===== config.mk =====
export PLATFORM = sky130hd
export DESIGN_NAME = player_ctrl
export DESIGN_NICKNAME = d
export VERILOG_FILES = /design/src/rtl/player_ctrl.sv
export SDC_FILE = /design/constraint.sdc
export NUM_CORES = 1
export LEC_CHECK = 0
export CAP_MARGIN = 40
export CORE_ASPECT_RATIO = 1.25
export CORE_MARGIN = 1.5
export CORE_UTILIZATION = 45
export DETAILED_ROUTE_END_ITERATION = 12
export SLEW_MARGIN = 25
export SYNTH_ARGS = -nofsm -noshare
export SYNTH_HDL_FRONTEND = slang
export SYNTH_SLANG_ARGS = --single-unit
export TNS_END_PERCENT = 1

===== constraint.sdc =====
create_clock -name px_clk -period 4.5 [get_ports px_clk]
set_clock_uncertainty 0.15 [all_clocks]
set_input_delay 0.9 -clock px_clk [delete_from_list [all_inputs] [get_ports px_clk]]
set_output_delay 0.9 -clock px_clk [all_outputs]
set_load 0.01 [all_outputs]

===== src/rtl/player_ctrl.sv =====
// Two-player paddle position controller.
// Buttons are synchronized, sampled once per frame on the rising edge of
// frame_i, and fed to one IDLE/SLOW/FAST acceleration FSM per player.
// Positions are clamped to [POS_MIN, POS_MAX].
module player_ctrl #(
    parameter int POS_MIN      = 20,
    parameter int POS_MAX      = 420,
    parameter int POS_INIT     = 220,
    parameter int STEP_SLOW    = 2,
    parameter int STEP_FAST    = 6,
    parameter int ACCEL_FRAMES = 8
) (
    input  logic       px_clk,
    input  logic       reset_n,
    input  logic       frame_i,
    input  logic       center_i,
    input  logic       p1_up,
    input  logic       p1_dn,
    input  logic       p2_up,
    input  logic       p2_dn,
    output logic [9:0] pos_ply1,
    output logic [9:0] pos_ply2,
    output logic       tick_o
);

    localparam logic [1:0]  S_IDLE = 2'd0;
    localparam logic [1:0]  S_SLOW = 2'd1;
    localparam logic [1:0]  S_FAST = 2'd2;
    localparam logic [1:0]  DIR_UP = 2'b01;
    localparam logic [1:0]  DIR_DN = 2'b10;
    localparam logic [1:0]  CMD_NONE = 2'b00;
    localparam logic [10:0] L_MIN  = 11'(POS_MIN);
    localparam logic [10:0] L_MAX  = 11'(POS_MAX);
    localparam logic [9:0]  L_INIT = 10'(POS_INIT);
    localparam logic [10:0] L_SLOW = 11'(STEP_SLOW);
    localparam logic [10:0] L_FAST = 11'(STEP_FAST);
    localparam logic [7:0]  L_ACC  = 8'(ACCEL_FRAMES);

    // Both pressed or neither pressed collapse to "no command".
    function automatic logic [1:0] cmd_of(input logic up, input logic dn);
        if (up && !dn)
            return DIR_UP;
        else if (dn && !up)
            return DIR_DN;
        else
            return CMD_NONE;
    endfunction

    // Move one step in 11-bit arithmetic, saturating at the screen limits.
    function automatic logic [9:0] step_pos(input logic [9:0]  pos,
                                            input logic [1:0]  dir,
                                            input logic [10:0] step);
        logic [10:0] ext;
        ext = {1'b0, pos};
        if (dir == DIR_UP)
            return (ext < L_MIN + step) ? 10'(L_MIN) : 10'(ext - step);
        else
            return (ext + step > L_MAX) ? 10'(L_MAX) : 10'(ext + step);
    endfunction

    logic [3:0]  r_sync1;
    logic [3:0]  r_sync2;
    logic        r_frame_d;
    logic        w_tick;
    logic [1:0]  w_cmd      [2];
    logic [1:0]  r_state    [2];
    logic [1:0]  r_dir      [2];
    logic [7:0]  r_cnt      [2];
    logic [9:0]  r_pos      [2];
    logic [1:0]  w_state_nx [2];
    logic [1:0]  w_dir_nx   [2];
    logic [7:0]  w_cnt_nx   [2];
    logic        w_move     [2];
    logic [10:0] w_step     [2];
    logic [9:0]  w_pos_nx   [2];

    assign w_tick   = frame_i & ~r_frame_d;
    assign w_cmd[0] = cmd_of(r_sync2[0], r_sync2[1]);
    assign w_cmd[1] = cmd_of(r_sync2[2], r_sync2[3]);
    assign pos_ply1 = r_pos[0];
    assign pos_ply2 = r_pos[1];

    // Two-flop button synchronizers, frame_i delay copy and registered tick.
    always_ff @(posedge px_clk or negedge reset_n) begin
        if (!reset_n) begin
            r_sync1   <= '0;
            r_sync2   <= '0;
            r_frame_d <= 1'b0;
            tick_o    <= 1'b0;
        end else begin
            r_sync1   <= {p2_dn, p2_up, p1_dn, p1_up};
            r_sync2   <= r_sync1;
            r_frame_d <= frame_i;
            tick_o    <= w_tick;
        end
    end

    // Per-player state register: FSM state, direction, accel count, position.
    always_ff @(posedge px_clk or negedge reset_n) begin
        if (!reset_n) begin
            for (int p = 0; p < 2; p++) begin
                r_state[p] <= S_IDLE;
                r_dir[p]   <= DIR_UP;
                r_cnt[p]   <= '0;
                r_pos[p]   <= L_INIT;
            end
        end else begin
            for (int p = 0; p < 2; p++) begin
                r_state[p] <= w_state_nx[p];
                r_dir[p]   <= w_dir_nx[p];
                r_cnt[p]   <= w_cnt_nx[p];
                r_pos[p]   <= w_pos_nx[p];
            end
        end
    end

    // Next-state logic; center overrides a coincident tick.
    always_comb begin
        for (int p = 0; p < 2; p++) begin
            w_state_nx[p] = r_state[p];
            w_dir_nx[p]   = r_dir[p];
            w_cnt_nx[p]   = r_cnt[p];
            w_move[p]     = 1'b0;
            w_step[p]     = L_SLOW;
            if (center_i) begin
                w_state_nx[p] = S_IDLE;
                w_cnt_nx[p]   = '0;
            end else if (w_tick) begin
                if (w_cmd[p] == CMD_NONE) begin
                    w_state_nx[p] = S_IDLE;
                    w_cnt_nx[p]   = '0;
                end else if (r_state[p] == S_IDLE || w_cmd[p] != r_dir[p]) begin
                    w_state_nx[p] = S_SLOW;
                    w_dir_nx[p]   = w_cmd[p];
                    w_cnt_nx[p]   = 8'd1;
                    w_move[p]     = 1'b1;
                end else if (r_state[p] == S_SLOW) begin
                    w_move[p] = 1'b1;
                    if (r_cnt[p] == L_ACC) begin
                        w_state_nx[p] = S_FAST;
                        w_step[p]     = L_FAST;
                    end else begin
                        w_cnt_nx[p] = r_cnt[p] + 8'd1;
                    end
                end else begin
                    w_move[p] = 1'b1;
                    w_step[p] = L_FAST;
                end
            end
        end
    end

    // Output logic: next position (recentre, clamped step, or hold).
    always_comb begin
        for (int p = 0; p < 2; p++) begin
            w_pos_nx[p] = r_pos[p];
            if (center_i)
                w_pos_nx[p] = L_INIT;
            else if (w_move[p])
                w_pos_nx[p] = step_pos(r_pos[p], w_dir_nx[p], w_step[p]);
        end
    end

endmodule


==> flow_summary.json <==
{
  "placedCellCount": 533,
  "antenna_found_initial": 0,
  "synth_largest_area_cell": "dfrtp_1",
  "synth-compound-area-share": 0.212,
  "synth.avg_cell_area_um2": 8.72,
  "path_buf_inv": 4,
  "vias_per_cell": 5.65,
  "cts.sinks": 52,
  "row_count": 36,
  "min_period_ns": 4.15,
  "arrival_ns": 4.25,
  "dp_hpwl_um": 6060,
  "synth-seq-area-share": 0.364,
  "fmax_ghz": 0.241,
  "synth_adder_area_share": 0.0775,
  "cts_max_level": 2,
  "cp_max_fo": 5,
  "first_iter_violations": 81,
  "tightest_slew_ns": 0.761,
  "crit_required_ns": 4.61,
  "synth_top_area_frac": 0.277,
  "post_cts_buffers": 0,
  "setup_violations": 0,
  "fin_setup_tns_ns": 0,
  "fin_crit_sh": 0.921,
  "synth.area.top_cells": "dfrtp_1 (28%), dfstp_2 (8.7%), ha_1 (5.5%), o21ai_0 (4.4%), nor2_1 (4.1%)",
  "postRouteAntennaNets": 0,
  "tritoncts": "yes",
  "cts_root_buffer": "clkbuf_8",
  "synth_cell_types": 66,
  "endpoint_kind": "register",
  "power.leakage_nw": 1.78,
  "highest-signal-layer": "met4",
  "final_cells": 542,
  "grt-ovfl-total": 0,
  "start_util": 0.464,
  "fillCellCount": 742,
  "final_nets": 474,
  "cts_buffer_depth": 2,
  "synth_xor_area_frac": 0.0557,
  "ys_async_sr_fraction": 1.00,
  "wl_met3_um": 227,
  "die-area_mm2": 0.00859,
  "synth-simple-area-share": 0.215,
  "cts_made_buffers": 5,
  "synth_seq_cells": 52,
  "synth_warnings": 0,
  "place_congestion": 0.868,
  "cp_slowest_stage_delay_ns": 0.49,
  "hold_path_class": "register to register",
  "vias": 3062,
  "slowest_stage": "fa_1",
  "path_delay_family": "compound AO/OA/AOI/OAI gates",
  "met2_length_um": 4090,
  "drc": 0,
  "clk_pin_slew_ns": 0.10,
  "io_pins": 29,
  "synth_top_family_by_area": "simple AND/OR/NAND/NOR gates",
  "worst_hold_slack_ns": 0.206,
  "die_w_um": 83.2,
  "netlist_area_mm2": 0.00362,
  "synth-main-ff-cell": "dfrtp_1",
  "wl_per_cell_um": 14.9,
  "synth_cells": 415,
  "dieHeight_um": 103,
  "totalPowerFinal_mw": 1.16,
  "timing_worst_setup_path_type": "register to register",
  "maxSlewHeadroom": 0.489,
  "drt_wl_total_um": 8100,
  "gr-usage-all-layers": 0.197,
  "hold_viol_final": 0,
  "status": "complete, no violations",
  "ir_worst_vdd_mv": 0.201,
  "synth_edf_count": 0,
  "first_global_vias": 2989,
  "powerDensity_mw_per_mm2": 277,
  "yosys-mux-area-fraction": 0.0176,
  "cp_cell_sequence": "inv_1 > ha_1 > nor2b_1 > nand4_1 > a2111oi_0 > buf_4 > nand2_1 > buf_4 > inv_1 > fa_1 > or3_1 > a21oi_1 > a211oi_1 > a21oi_1 > o21bai_1 > a221oi_1 > o32a_1",
  "antennaDiodeCount": 0,
  "coreArea_mm2": 0.00779,
  "drv_slew": 0,
  "rsz0062_at_grt": "false",
  "fin_util": 0.536,
  "firstDrtPassIters": 4,
  "syn_to_final_growth_pct": 15.5,
  "grt_first_pass_wirelength_um": 13700,
  "port_buffers": 26,
  "clk_latency_ns": 0.31,
  "rrSetupSlack_ns": 0.35,
  "met1Wirelength_um": 3560,
  "start_kind": "register",
  "grt_start_max_net_pins": 37,
  "drive_gt1_frac": 0.107,
  "maxCapViolations": 0
}
[state kept, by name, indices dropped and copies added (netlist names)]
| name | cells |
|---|---|
| r_frame_d | 1 |
| r_cnt | 16 |
| r_sync2 | 4 |
| pos_ply1 | 9 |
| r_dir | 4 |
| tick_o | 1 |
| r_sync1 | 4 |
| pos_ply2 | 9 |
| r_state | 4 |
[logic make-up (layout without fill, tap and decap cells)]
| group | count (synthesis) | after routing |
|---|---|---|
| xor gates and xnor gates | 23 | 23 |
| buffers and inverters | 47 | 78 |
| DFF | 52 | 52 |
| muxes | 6 | 6 |
| AOI/OAI and AO/OA | 112 | 112 |
| other | 1 | 2 |
| and+or+nand+nor | 154 | 154 |
| adders and majority gates | 20 | 20 |
[where the power goes]
group | internal (mW) | total, mW | leakage [nW] | switching [mW]
logic | 0.103 | 0.241 | 1.06 | 0.139
registers | 0.497 | 0.530 | 0.655 | 0.0334
clock network | 0.224 | 0.387 | 0.0687 | 0.163
[repair_timing]
item | in CTS | in global routing
gates resized for setup | 0 | 2
hold buffers | 0 | 0
endpoints found under the setup margin | 0 | 1
[worst reg2reg max path, delay by kind of cell, from the launching register on]
kind                     cells  cell delay, ns
AND/OR/NAND/NOR              4            0.80
AO/OA/AOI/OAI                7            1.56
buffers and inverters        4            0.52
adder cells (fa/ha/maj)      2            0.63
flip-flops                   1            0.42
[layout make-up]
class / count / area (µm²) / area share
inverters: 28 / 105 / 0.0251
clock buffers: 5 / 68.8 / 0.0165
well taps: 95 / 119 / 0.0284
repair buffers: 42 / 395 / 0.0946
flip-flops and latches: 52 / 1320 / 0.315
multi-input cells: 317 / 2110 / 0.504
clock inverters: 3 / 68.8 / 0.0165
[cell usage in the layout, fill, tap and decap left out, drive strengths merged, types with 6 or more instances in the layout]
master          n
mux2i           6
nand4           6
clkdlybuf4s50  25
dfstp          12
and3            7
dfrtp          40
xnor2          14
a21oi          19
nand2          36
nor2b           6
ha             16
xor2            9
or3             7
o21ai          36
nor2           41
inv            29
nand3          16
nor3            7
nand2b          8
buf            17
[cells in the mapped netlist (4+ instances only)]
cell and number:
inv_1 28, nand3_1 16, ha_1 16, clkbuf_1 9, fa_1 4, xnor2_1 14
dfrtp_1 40, nand4_1 6, nand2b_1 8, o31ai_1 4, nand2_1 36, dfstp_2 12
o21ai_0 32, a31oi_1 5, nor2_1 40, or3_1 7, xor2_1 9, and3_1 7
a21o_1 5, a221oi_1 5, a21oi_1 19, mux2i_1 5, nor3_1 7, nor2b_1 6
[final timing paths]
kind / start / endpoint / cells past startpoint
max: r_cnt[8] / pos_ply1[4] / 17
min: r_sync1[0] / r_sync2[0] / 0
max reg2reg: r_cnt[8] / pos_ply1[4] / 17
min reg2reg: r_sync1[0] / r_sync2[0] / 0
max in group asynchronous: reset_n / r_dir[0] / 3
min in group asynchronous: reset_n / pos_ply2[8] / 1
[through the flow]
stage	setup slack, ns	instance area, µm²
detailed placement	0.143	4010
finish	0.355	4180
global placement	0.143	4010
global route	0.0256	4180
floorplan	0.543	3620
CTS	0.354	4150
[routing by layer]
| metal | vias up | track usage |
|---|---|---|
| met2 | 55 | 0.363 |
| met5 | - | 0 |
| met4 | 0 | 0.0821 |
| met1 | 1458 | 0.235 |
| li1 | 1534 | - |
| met3 | 15 | 0.0270 |
(Power assumes the default switching activity.)
